===== src/rtl/led_pwm_pkg.sv =====
// Shared constants and register layout for the LED PWM controller.
package led_pwm_pkg;

  localparam logic [1:0] MODE_STATIC  = 2'b00;
  localparam logic [1:0] MODE_BLINK   = 2'b01;
  localparam logic [1:0] MODE_BREATHE = 2'b10;
  localparam logic [1:0] MODE_PULSE   = 2'b11;

  localparam int unsigned OFF_CTRL   = 0;
  localparam int unsigned OFF_PRESC  = 1;
  localparam int unsigned OFF_STATUS = 2;
  localparam int unsigned OFF_CH0    = 3;

  localparam int unsigned CTRL_EN_BIT      = 0;
  localparam int unsigned CTRL_RESTART_BIT = 1;

  localparam int unsigned CH_DUTY_LSB = 0;
  localparam int unsigned CH_RATE_LSB = 8;
  localparam int unsigned CH_MODE_LSB = 12;
  localparam int unsigned CH_EN_BIT   = 14;
  localparam int unsigned CH_CFG_W    = 15;
  localparam int unsigned PRESC_W     = 16;

  // Channel register image; field order matches the CHi bit positions above.
  typedef struct packed {
    logic       en;
    logic [1:0] mode;
    logic [3:0] rate;
    logic [7:0] duty;
  } ch_cfg_t;

  // Last phase value of a pulse: (rate+1)*16 ticks means phase 0..rate*16+15.
  function automatic logic [7:0] pulse_last(input logic [3:0] rate);
    return {rate, 4'hF};
  endfunction

endpackage


===== src/rtl/led_pwm_chan.sv =====
// One LED channel: blink/breathe/pulse sequencing and the PWM compare.
module led_pwm_chan
  import led_pwm_pkg::*;
(
  input  logic       clk_sys_i,
  input  logic       rst_n_i,
  input  logic       tick,
  input  logic [7:0] pwm_cnt,
  input  ch_cfg_t    cfg,
  input  logic       cfg_wr,
  input  logic       restart,
  input  logic       en,
  output logic       led_on,
  output logic       pulse_done
);

  logic [7:0] phase_q;
  logic [7:0] ramp_q;
  logic       blink_on_q;
  logic       ramp_up_q;

  logic       clr;
  logic       rate_hit;
  logic       pulse_hit;
  logic [7:0] duty_eff;
  logic [7:0] ramp_nxt;
  logic       ramp_up_nxt;

  assign clr        = ~en | restart | cfg_wr;
  assign rate_hit   = (phase_q == {4'h0, cfg.rate});
  assign pulse_hit  = (phase_q == pulse_last(cfg.rate));
  assign pulse_done = ~clr & tick & cfg.en & (cfg.mode == MODE_PULSE) & pulse_hit;
  assign led_on     = en & cfg.en & (pwm_cnt < duty_eff);

  always_comb begin
    duty_eff = cfg.duty;
    unique case (cfg.mode)
      MODE_BLINK:   duty_eff = blink_on_q ? cfg.duty : 8'd0;
      MODE_BREATHE: duty_eff = ramp_q;
      default:      duty_eff = cfg.duty;
    endcase
  end

  // Triangle ramp: the top value is held for one step, then the ramp turns around.
  always_comb begin
    ramp_nxt    = ramp_q;
    ramp_up_nxt = ramp_up_q;
    if (ramp_up_q) begin
      if (ramp_q < cfg.duty) begin
        ramp_nxt = ramp_q + 8'd1;
      end else if (ramp_q != 8'd0) begin
        ramp_nxt    = ramp_q - 8'd1;
        ramp_up_nxt = 1'b0;
      end
    end else begin
      if (ramp_q != 8'd0) begin
        ramp_nxt = ramp_q - 8'd1;
      end else if (cfg.duty != 8'd0) begin
        ramp_nxt    = 8'd1;
        ramp_up_nxt = 1'b1;
      end
    end
  end

  always_ff @(posedge clk_sys_i or negedge rst_n_i) begin
    if (!rst_n_i) begin
      phase_q    <= '0;
      ramp_q     <= '0;
      blink_on_q <= 1'b1;
      ramp_up_q  <= 1'b1;
    end else if (clr) begin
      phase_q    <= '0;
      ramp_q     <= '0;
      blink_on_q <= 1'b1;
      ramp_up_q  <= 1'b1;
    end else if (tick) begin
      unique case (cfg.mode)
        MODE_BLINK: begin
          if (rate_hit) begin
            phase_q    <= '0;
            blink_on_q <= ~blink_on_q;
          end else begin
            phase_q <= phase_q + 8'd1;
          end
        end
        MODE_BREATHE: begin
          if (rate_hit) begin
            phase_q   <= '0;
            ramp_q    <= ramp_nxt;
            ramp_up_q <= ramp_up_nxt;
          end else begin
            phase_q <= phase_q + 8'd1;
          end
        end
        MODE_PULSE: begin
          if (!pulse_hit) phase_q <= phase_q + 8'd1;
        end
        default: ;
      endcase
    end
  end

endmodule


===== src/rtl/led_pwm_ctrl.sv =====
// Memory-mapped LED PWM controller: registers, time base and per-channel PWM.
module led_pwm_ctrl
  import led_pwm_pkg::*;
#(
  parameter int unsigned MM_ADDR_WIDTH  = 8,
  parameter int unsigned MM_DATA_WIDTH  = 16,
  parameter int unsigned NUM_LEDS       = 8,
  parameter int unsigned REG_ADDR_BASE  = 'h10,
  parameter bit          LED_ACTIVE_LOW = 1'b1
) (
  input  logic                     clk_sys_i,
  input  logic                     rst_n_i,
  input  logic [MM_ADDR_WIDTH-1:0] mm_s_addr_i,
  input  logic [MM_DATA_WIDTH-1:0] mm_s_wdata_i,
  output logic [MM_DATA_WIDTH-1:0] mm_s_rdata_o,
  input  logic                     mm_s_we_i,
  output logic [NUM_LEDS-1:0]      led_o
);

  localparam int unsigned NUM_REGS = OFF_CH0 + NUM_LEDS;
  localparam logic [MM_ADDR_WIDTH-1:0] BASE_A = MM_ADDR_WIDTH'(REG_ADDR_BASE);
  localparam logic [MM_ADDR_WIDTH-1:0] NREG_A = MM_ADDR_WIDTH'(NUM_REGS);
  localparam logic [NUM_LEDS-1:0]      LED_OFF = {NUM_LEDS{LED_ACTIVE_LOW}};

  logic                     ctrl_en_q;
  logic [PRESC_W-1:0]       presc_q;
  ch_cfg_t                  ch_q [NUM_LEDS];
  logic [NUM_LEDS-1:0]      led_state_q;
  logic [PRESC_W-1:0]       tick_cnt_q;
  logic [7:0]               pwm_cnt_q;

  logic [MM_ADDR_WIDTH-1:0] offset;
  logic                     in_win;
  logic                     reg_we;
  logic                     wr_ctrl;
  logic                     wr_presc;
  logic                     restart;
  logic                     tick;
  logic [NUM_LEDS-1:0]      ch_wr;
  logic [NUM_LEDS-1:0]      led_on;
  logic [NUM_LEDS-1:0]      pulse_done;
  logic [MM_DATA_WIDTH-1:0] rdata_c;

  assign offset   = mm_s_addr_i - BASE_A;
  assign in_win   = (mm_s_addr_i >= BASE_A) && (offset < NREG_A);
  assign reg_we   = mm_s_we_i & in_win;
  assign wr_ctrl  = reg_we & (offset == MM_ADDR_WIDTH'(OFF_CTRL));
  assign wr_presc = reg_we & (offset == MM_ADDR_WIDTH'(OFF_PRESC));
  assign restart  = wr_ctrl & mm_s_wdata_i[CTRL_RESTART_BIT];
  assign tick     = ctrl_en_q & (tick_cnt_q >= presc_q);

  // Readback; STATUS and unmapped addresses have no write path.
  always_comb begin
    rdata_c = '0;
    if (in_win) begin
      if (offset == MM_ADDR_WIDTH'(OFF_CTRL)) begin
        rdata_c = MM_DATA_WIDTH'(ctrl_en_q);
      end else if (offset == MM_ADDR_WIDTH'(OFF_PRESC)) begin
        rdata_c = MM_DATA_WIDTH'(presc_q);
      end else if (offset == MM_ADDR_WIDTH'(OFF_STATUS)) begin
        rdata_c = MM_DATA_WIDTH'(led_state_q);
      end else begin
        for (int unsigned i = 0; i < NUM_LEDS; i++) begin
          if (offset == MM_ADDR_WIDTH'(OFF_CH0 + i)) rdata_c = MM_DATA_WIDTH'(ch_q[i]);
        end
      end
    end
  end

  assign mm_s_rdata_o = rdata_c;

  // Register file; a bus write to CHi beats that channel's pulse completion.
  always_ff @(posedge clk_sys_i or negedge rst_n_i) begin
    if (!rst_n_i) begin
      ctrl_en_q <= 1'b0;
      presc_q   <= '0;
      for (int unsigned i = 0; i < NUM_LEDS; i++) ch_q[i] <= '0;
    end else begin
      if (wr_ctrl)  ctrl_en_q <= mm_s_wdata_i[CTRL_EN_BIT];
      if (wr_presc) presc_q   <= mm_s_wdata_i[PRESC_W-1:0];
      for (int unsigned i = 0; i < NUM_LEDS; i++) begin
        if (ch_wr[i]) begin
          ch_q[i] <= ch_cfg_t'(mm_s_wdata_i[CH_CFG_W-1:0]);
        end else if (pulse_done[i]) begin
          ch_q[i].en <= 1'b0;
        end
      end
    end
  end

  // Shared time base, held at zero while globally disabled.
  always_ff @(posedge clk_sys_i or negedge rst_n_i) begin
    if (!rst_n_i) begin
      tick_cnt_q <= '0;
      pwm_cnt_q  <= '0;
    end else if (!ctrl_en_q || restart) begin
      tick_cnt_q <= '0;
      pwm_cnt_q  <= '0;
    end else begin
      tick_cnt_q <= tick ? '0 : tick_cnt_q + PRESC_W'(1);
      pwm_cnt_q  <= pwm_cnt_q + 8'd1;
    end
  end

  for (genvar g = 0; g < NUM_LEDS; g++) begin : g_chan
    assign ch_wr[g] = reg_we & (offset == MM_ADDR_WIDTH'(OFF_CH0 + g));

    led_pwm_chan u_chan (
      .clk_sys_i  (clk_sys_i),
      .rst_n_i    (rst_n_i),
      .tick       (tick),
      .pwm_cnt    (pwm_cnt_q),
      .cfg        (ch_q[g]),
      .cfg_wr     (ch_wr[g]),
      .restart    (restart),
      .en         (ctrl_en_q),
      .led_on     (led_on[g]),
      .pulse_done (pulse_done[g])
    );
  end

  always_ff @(posedge clk_sys_i or negedge rst_n_i) begin
    if (!rst_n_i) begin
      led_state_q <= '0;
      led_o       <= LED_OFF;
    end else begin
      led_state_q <= led_on;
      led_o       <= led_on ^ LED_OFF;
    end
  end

endmodule


===== config.mk =====
export PLATFORM = sky130hd
export DESIGN_NAME = led_pwm_ctrl
export DESIGN_NICKNAME = d
export VERILOG_FILES = /design/src/rtl/led_pwm_pkg.sv /design/src/rtl/led_pwm_chan.sv /design/src/rtl/led_pwm_ctrl.sv
export SDC_FILE = /design/constraint.sdc
export NUM_CORES = 1
export LEC_CHECK = 0
export CAP_MARGIN = 0
export CORE_MARGIN = 2
export CORE_UTILIZATION = 36
export CTS_BUF_LIST = sky130_fd_sc_hd__clkbuf_4
export CTS_CLUSTER_SIZE = 28
export DETAILED_ROUTE_END_ITERATION = 10
export GPL_ROUTABILITY_DRIVEN = 0
export PLACE_DENSITY = 0.56
export SLEW_MARGIN = 20
export SYNTH_ARGS = -nofsm -noshare
export SYNTH_HDL_FRONTEND = slang
export SYNTH_SLANG_ARGS = --single-unit

===== constraint.sdc =====
create_clock -name clk_sys_i -period 3 [get_ports clk_sys_i]
set_input_delay 0.45 -clock clk_sys_i [delete_from_list [all_inputs] [get_ports clk_sys_i]]
set_output_delay 0.45 -clock clk_sys_i [all_outputs]
set_load 0.02 [all_outputs]

# ---- Word-level counts from Yosys, hierarchy flattened
# Index checks and enable logic that the tools add are counted.
dict set report totals {
  regBits 321
  inputBits 27
  output_inout_bits 24
  elab_cells 649
}
dict set report classes {
  n_addsub 27
  n_lt_le_gt_ge 19
  eq_ne 66
  muxes 263
  bitwise_logic 88
  reduce_logical 116
}
# operator n
set op_table {}
lappend op_table {{$mux 8} 113}
lappend op_table {{$pmux 8 s2} 16}
lappend op_table {{$mux 16} 13}
lappend op_table {{$add 8x1->8 const B} 17}
lappend op_table {{$lt 8x8->1} 16}
lappend op_table {{$reduce_bool 8->1} 16}
lappend op_table {{$mux 1} 120}
lappend op_table {{$reduce_bool 2->1} 40}
lappend op_table {{$reduce_and 3->1} 24}
lappend op_table {{$eq 8x4->1} 8}
lappend op_table {{$eq 8x8->1} 8}
lappend op_table {{$sub 8x1->8 const B} 8}
lappend op_table {{$and 1x1->1} 61}
lappend op_table {{$reduce_and 5->1} 8}
lappend op_table {{$eq 2x2->1 const B} 16}
lappend op_table {{$eq 8x3->1 const B} 4}
lappend op_table {{$ne 4x4->1 const B} 8}
lappend op_table {{$reduce_bool 4->1} 8}
lappend op_table {{$eq 8x4->1 const B} 3}
lappend op_table {{$ne 3x2->1 const B} 8}
lappend op_table {{$reduce_bool 3->1} 8}
lappend op_table {{$not 1->1} 17}
lappend op_table {{$add 16x1->16 const B} 1}
lappend op_table {{$eq 2x1->1 const B} 8}
lappend op_table {{14 further kinds} 30}

# ---- Logic depth before layout (Yosys ltp)
dict set report logic_depth {
  depth_word 15
  ltp_mapped 12
  ltp_nobuf 10
}

# ---- Hierarchy
# From an unflattened synthesis, not the netlist that was laid out.
dict set report hier_totals {
  hier_cells 2587
  hier_area_um2 23631.4
}
# module n_inst cells_per_inst area_each_um2 seq_area_each_um2
set by_module_without_submodules {}
lappend by_module_without_submodules {{led_pwm_chan at g_chan[1].u_chan ...} 6 218 1823.0 452.9}
lappend by_module_without_submodules {led_pwm_ctrl 1 840 9024.9 4439.3}
lappend by_module_without_submodules {{led_pwm_chan at g_chan[3].u_chan} 1 221 1868.0 452.9}
lappend by_module_without_submodules {{led_pwm_chan at g_chan[0].u_chan} 1 218 1800.5 452.9}

# ---- Worst setup path before layout
# Ideal clock, no wire load.
dict set report synth_path {
  path_type {input -> output}
  startpoint {input mm_s_addr_i[7]}
  endpoint {output mm_s_rdata_o[14]}
  t_arrival_ns 2.769
  t_required_ns 2.550
  setup_slack_ns -0.219
  path_stages 9
  n_path_buf 3
  cell_sequence {or4b_1 buf_2 buf_2 or2_2 buf_2 nor2_2 a221oi_1 and3_1 o21ai_0}
}
dict set report synth_via {
  elab_chain_len 14
  elab_cells_between_ends 27
  classes_between {add/sub (1); order compare (2); eq/ne (10); mux (12); reduce/logical (2)}
}
# item line
set synth_lines {}
lappend synth_lines {{start: declaration} led_pwm_ctrl.sv:13} ;# input logic [MM_ADDR_WIDTH-1:0] mm_s_addr_i,
lappend synth_lines {{$sub 8x5->8} led_pwm_ctrl.sv:44} ;# assign offset = mm_s_addr_i - BASE_A;
lappend synth_lines {{$eq 8x2->1} led_pwm_ctrl.sv:64} ;# if (offset == MM_ADDR_WIDTH'(OFF_CH0 + i)) rdata_c = MM_DATA_WIDTH'(ch_q[i]);
lappend synth_lines {{$mux 15} led_pwm_ctrl.sv:64}
lappend synth_lines {{$mux 16 (7 in a row)} led_pwm_ctrl.sv:64}
lappend synth_lines {{$mux 16} led_pwm_ctrl.sv:60} ;# end else if (offset == MM_ADDR_WIDTH'(OFF_STATUS)) begin
lappend synth_lines {{$mux 16} led_pwm_ctrl.sv:58} ;# end else if (offset == MM_ADDR_WIDTH'(OFF_PRESC)) begin
lappend synth_lines {{$mux 16} led_pwm_ctrl.sv:56} ;# if (offset == MM_ADDR_WIDTH'(OFF_CTRL)) begin
lappend synth_lines {{$mux 16 *} led_pwm_ctrl.sv:55} ;# if (in_win) begin
lappend synth_lines {{end: declaration} led_pwm_ctrl.sv:15} ;# output logic [MM_DATA_WIDTH-1:0] mm_s_rdata_o,
# Mark *: on every way between the ends. The rest lies on a longest branch, timed or not.

# ---- Final worst setup path
dict set report layout_path {
  startpoint {input mm_s_addr_i[2]}
  endpoint {output mm_s_rdata_o[13]}
}
# The elaborated chain is that of the path after synthesis.

==> out/metrics.json <==
{
  "floorplan": {
    "initial_core_util_pct": 36.36,
    "core_sq_mm": 0.06160,
    "io-pin-count": 51,
    "die_y_microns": 253.4,
    "design.die.area_sq_mm": 0.06423,
    "die_w_microns": 253.4,
    "core.rowCount": 91
  },
  "job": {
    "maxCapViolations": 0
  },
  "logic_synthesis": {
    "post_synth_instance_area_sq_mm": 0.02240,
    "yosys.cell_count.top_type": "sky130_fd_sc_hd__dfrtp_1",
    "main_combinational_cell_family_by_area_after_synthesis": "simple AND/OR/NAND/NOR gates",
    "syn-instance-count": 2498,
    "most_area_consuming_cells_after_synthesis": "sky130_fd_sc_hd__dfrtp_1 (33%), sky130_fd_sc_hd__ha_1 (11%), sky130_fd_sc_hd__nand2_1 (4.0%), sky130_fd_sc_hd__o21ai_0 (3.5%), sky130_fd_sc_hd__mux2_2 (3.2%)",
    "yosysTopAreaCell": "sky130_fd_sc_hd__dfrtp_1",
    "ys_ff_latch": 321,
    "synthesis.nets": 2719,
    "synth_adder_area_share_pct": 10.84,
    "post_synth_mux_area_share_pct": 4.558,
    "synth_seq_area_share_pct": 36.00,
    "synth_simple_gate_area_share_pct": 19.94,
    "synthXorXnorAreaFrac_pct": 4.614,
    "synthTopCellsByCount": "sky130_fd_sc_hd__dfrtp_1 (297), sky130_fd_sc_hd__nand2_1 (241), sky130_fd_sc_hd__ha_1 (194)",
    "synth_async_sr_flop_share_pct": 100.0,
    "yosys_warning_total": 0,
    "synth-compound-area-share_pct": 19.66,
    "post_synth_num_cell_types": 89,
    "synth_top_area_share_pct": 33.18,
    "synth.avg_cell_area_sq_um": 8.966,
    "main_synth_ff_type": "sky130_fd_sc_hd__dfrtp_1",
    "synth-edff-count": 0
  },
  "place": {
    "place_area_sq_mm": 0.02557,
    "placed_cells": 3512,
    "place.port_buffers": 50,
    "place_hpwl_mm": 59.45
  },
  "clock_network": {
    "clock_pin_slew_of_the_registers_on_the_worst_case_setup_and_hold_paths_ns": 0.07,
    "inserted_clock_buffers": 92,
    "clk_path_buf_depth": 3,
    "cts_htree_levels": 3,
    "clock-sinks": 321,
    "tritoncts_clock_tree": "done",
    "clockRootBuffer": "sky130_fd_sc_hd__clkbuf_4",
    "clkLatencyLatePin_ns": 0.87
  },
  "worst_setup_path": {
    "critical_path_arrival_ns": 2.61,
    "timing.critical_path.mode_cell": "sky130_fd_sc_hd__buf_6",
    "critical_path.cell_chain": "dlygate4sd2_1 > or2_2 > nor3_4 > buf_6 > buf_12 > buf_6 > a222oi_1 > nand3_2 > buf_4",
    "path_delay_family": "buffers and inverters",
    "setup.worst_path.start_class": "primary input",
    "worst-path-buf-inv": 5,
    "critical_path_peak_fanout": 6,
    "critical_path_required_ns": 2.55,
    "cp_slowest_cell": "sky130_fd_sc_hd__a222oi_1",
    "max_stage_delay_ns": 0.52,
    "r2r_setup_slack_ns": 0.06,
    "rr_startpoint": "presc_q[11]",
    "timing.rr.end": "g_chan[2].u_chan.phase_q[3]",
    "worstSetupEndpointType": "output pin",
    "worstRegToRegCells": 11,
    "timing.setup.critical_path_class": "primary input to output pin",
    "critical_path_source": "mm_s_addr_i[2]"
  },
  "routing": {
    "drt_via_density": 5.820,
    "drt_wl_cell_microns": 21.69,
    "ant_nets": 0,
    "remaining_drc_errors": 0,
    "firstDrtPassIters": 10,
    "initialDrtViolationCount": 1957,
    "vias": 21500,
    "drt_wl_total_mm": 80.15
  },
  "sta": {
    "timing.final.crit_share_pct": 102.0,
    "number_of_failing_setup_endpoints_in_the_final_timing_report": 3,
    "finalHoldViolCount": 0,
    "slew_viol_final": 0,
    "setup_repair_after_global_routing_missed_its_margin": "true",
    "maxSlewHeadroom_pct": 36.65,
    "post-route-worst-setup-slack_ns": -0.05928,
    "time_the_worst_path_needs_with_i_o_delays_and_setup_ns": 3.059,
    "achievable-frequency_mhz": 326.9,
    "worstMarginPinSlew_ns": 0.9502,
    "fin_tns_setup_ns": -0.08782,
    "fin_worst_hold_slack_ns": 0.1832,
    "clock_skew_ns": 0.05957
  },
  "cells_and_area": {
    "nets": 3003,
    "final-instance-count-excl-fill": 3695,
    "fillCellCount": 6034,
    "drive_gt1_share_pct": 20.84,
    "final_util_pct": 43.94,
    "finish.instance_area_sq_mm": 0.02707,
    "syn_to_final_growth_pct": 20.85
  },
  "power": {
    "cellLeakagePower_uw": 0.01259,
    "worst_ir_drop_vdd_mv": 0.2126,
    "power.density_cell_area_mw_per_mm2": 365.0
  },
  "global_routing": {
    "global_route.overflow_total": 0,
    "grt.total_usage_pct": 25.17,
    "grt_max_degree": 67,
    "wire_length_of_the_first_global_routing_pass_mm": 124.1,
    "initial_antenna_violation_count": 4,
    "grt_pass1_vias": 20870
  },
  "min_path": {
    "worst_min_path_class": "primary input to asynchronous set/reset pin"
  },
  "outcome": {
    "run_status": "finished, violations left",
    "violated_checks": "setup timing"
  }
}
## worst register-to-register path, cell delays in order (launching register included)
cell,delay (ns)
sky130_fd_sc_hd__dfrtp_1,0.37
sky130_fd_sc_hd__inv_1,0.07
sky130_fd_sc_hd__ha_1,0.32
sky130_fd_sc_hd__a21oi_1,0.12
sky130_fd_sc_hd__o21ai_0,0.11
sky130_fd_sc_hd__a221o_1,0.43
sky130_fd_sc_hd__a31oi_4,0.45
sky130_fd_sc_hd__buf_4,0.39
sky130_fd_sc_hd__nor3_1,0.14
sky130_fd_sc_hd__buf_4,0.18
sky130_fd_sc_hd__a22oi_1,0.16
sky130_fd_sc_hd__nor2_1,0.06
## flip-flops by register name (all words and copies together) (netlist names)
| register | cells |
|---|---|
| ch_q | 120 |
| g_chan.u_chan.phase_q | 64 |
| g_chan.u_chan.ramp_q | 64 |
| presc_q | 16 |
| tick_cnt_q | 16 |
| g_chan.u_chan.blink_on_q | 8 |
| g_chan.u_chan.ramp_up_q | 8 |
| led_o | 8 |
| led_state_q | 8 |
| pwm_cnt_q | 8 |
| ctrl_en_q | 1 |
## routing by layer
| metal | vias to the layer above | track usage [%] | wire (microns) |
|---|---|---|---|
| li1 | 9851 | - | - |
| met1 | 10560 | 34.03 | 34890 |
| met2 | 874 | 39.44 | 36050 |
| met3 | 216 | 4.975 | 6413 |
| met4 | 2 | 9.958 | 2792 |
| met5 | - | 0 | 7 |
## cell families (layout without fill, tap and decap cells)
logic type                 Yosys count  in the layout
buffers and inverters              252            609
xor gates and xnor gates           118            118
DFF                                321            321
muxes                               94             94
adders and majority gates          194            194
and+or+nand+nor                    881            881
other                                0              3
AOI/OAI and AO/OA                  638            638
## worst max path at each step
stage                        to  cells past startpoint  slack [ns]
6_report       mm_s_rdata_o[13]                      9       -0.06
5_1_grt         mm_s_rdata_o[0]                     11       -0.06
4_1_cts         mm_s_rdata_o[0]                     13       0.004
3_5_place_dp    mm_s_rdata_o[8]                     12       -1.16
3_3_place_gp    mm_s_rdata_o[8]                     12       -1.14
2_1_floorplan  mm_s_rdata_o[14]                      9       -0.07
## per-stage QoR
| step | power [uW] | setup WS (ns) |
|---|---|---|
| 4_1_cts | 9940 | 0.004467 |
| 3_5_place_dp | 5615 | -1.160 |
| 6_report | 9879 | -0.05928 |
| 2_1_floorplan | 5094 | -0.06514 |
| 5_1_grt | 10310 | -0.06019 |
| 3_3_place_gp | 5590 | -1.144 |
## report_power, final
group / total (uW) / switching, uW / internal (uW)
registers: 4530 / 131 / 4400
clock network: 4310 / 2140 / 2170
logic: 1040 / 624 / 412
total: 9880 / 2890 / 6980
## final cells by class
| cell class | instances | area, sq um | area share, % |
|---|---|---|---|
| diodes | 3 | 7.507 | 0.02773 |
| clock buffers | 136 | 1021 | 3.772 |
| clock inverters | 31 | 162.7 | 0.6009 |
| inverters | 131 | 491.7 | 1.817 |
| multi-input cells | 1925 | 13560 | 50.11 |
| flip-flops and latches | 321 | 8064 | 29.79 |
| well taps | 837 | 1047 | 3.869 |
| repair buffers | 311 | 2711 | 10.02 |
## placed cells by master, fill, tap and decap left out, types with 30 or more instances in the layout
cell type	instances
sky130_fd_sc_hd__dfrtp_1	296
sky130_fd_sc_hd__nand2_1	239
sky130_fd_sc_hd__buf_4	234
sky130_fd_sc_hd__ha_1	194
sky130_fd_sc_hd__nor2_1	160
sky130_fd_sc_hd__o21ai_0	149
sky130_fd_sc_hd__clkbuf_4	136
sky130_fd_sc_hd__inv_1	131
sky130_fd_sc_hd__nand3_1	99
sky130_fd_sc_hd__a21oi_1	93
sky130_fd_sc_hd__a22oi_1	85
sky130_fd_sc_hd__xor2_1	68
sky130_fd_sc_hd__mux2_2	64
sky130_fd_sc_hd__nor3_1	53
sky130_fd_sc_hd__and3_1	53
sky130_fd_sc_hd__xnor2_1	50
sky130_fd_sc_hd__nor4_1	44
sky130_fd_sc_hd__o211ai_1	39
sky130_fd_sc_hd__nand2b_1	35
sky130_fd_sc_hd__mux2i_1	30
## what timing repair did
action / 4_1_cts / 5_1_grt
endpoints found under the setup margin: 16 / 37
gates resized for setup: 108 / 37
setup buffers: 4 / 6
gates cloned: 3 / 0
hold endpoints to repair: 83 / 0
hold buffers: 1 / 0
pin swaps: 20 / 20
Power figures use the tool's default switching activity.
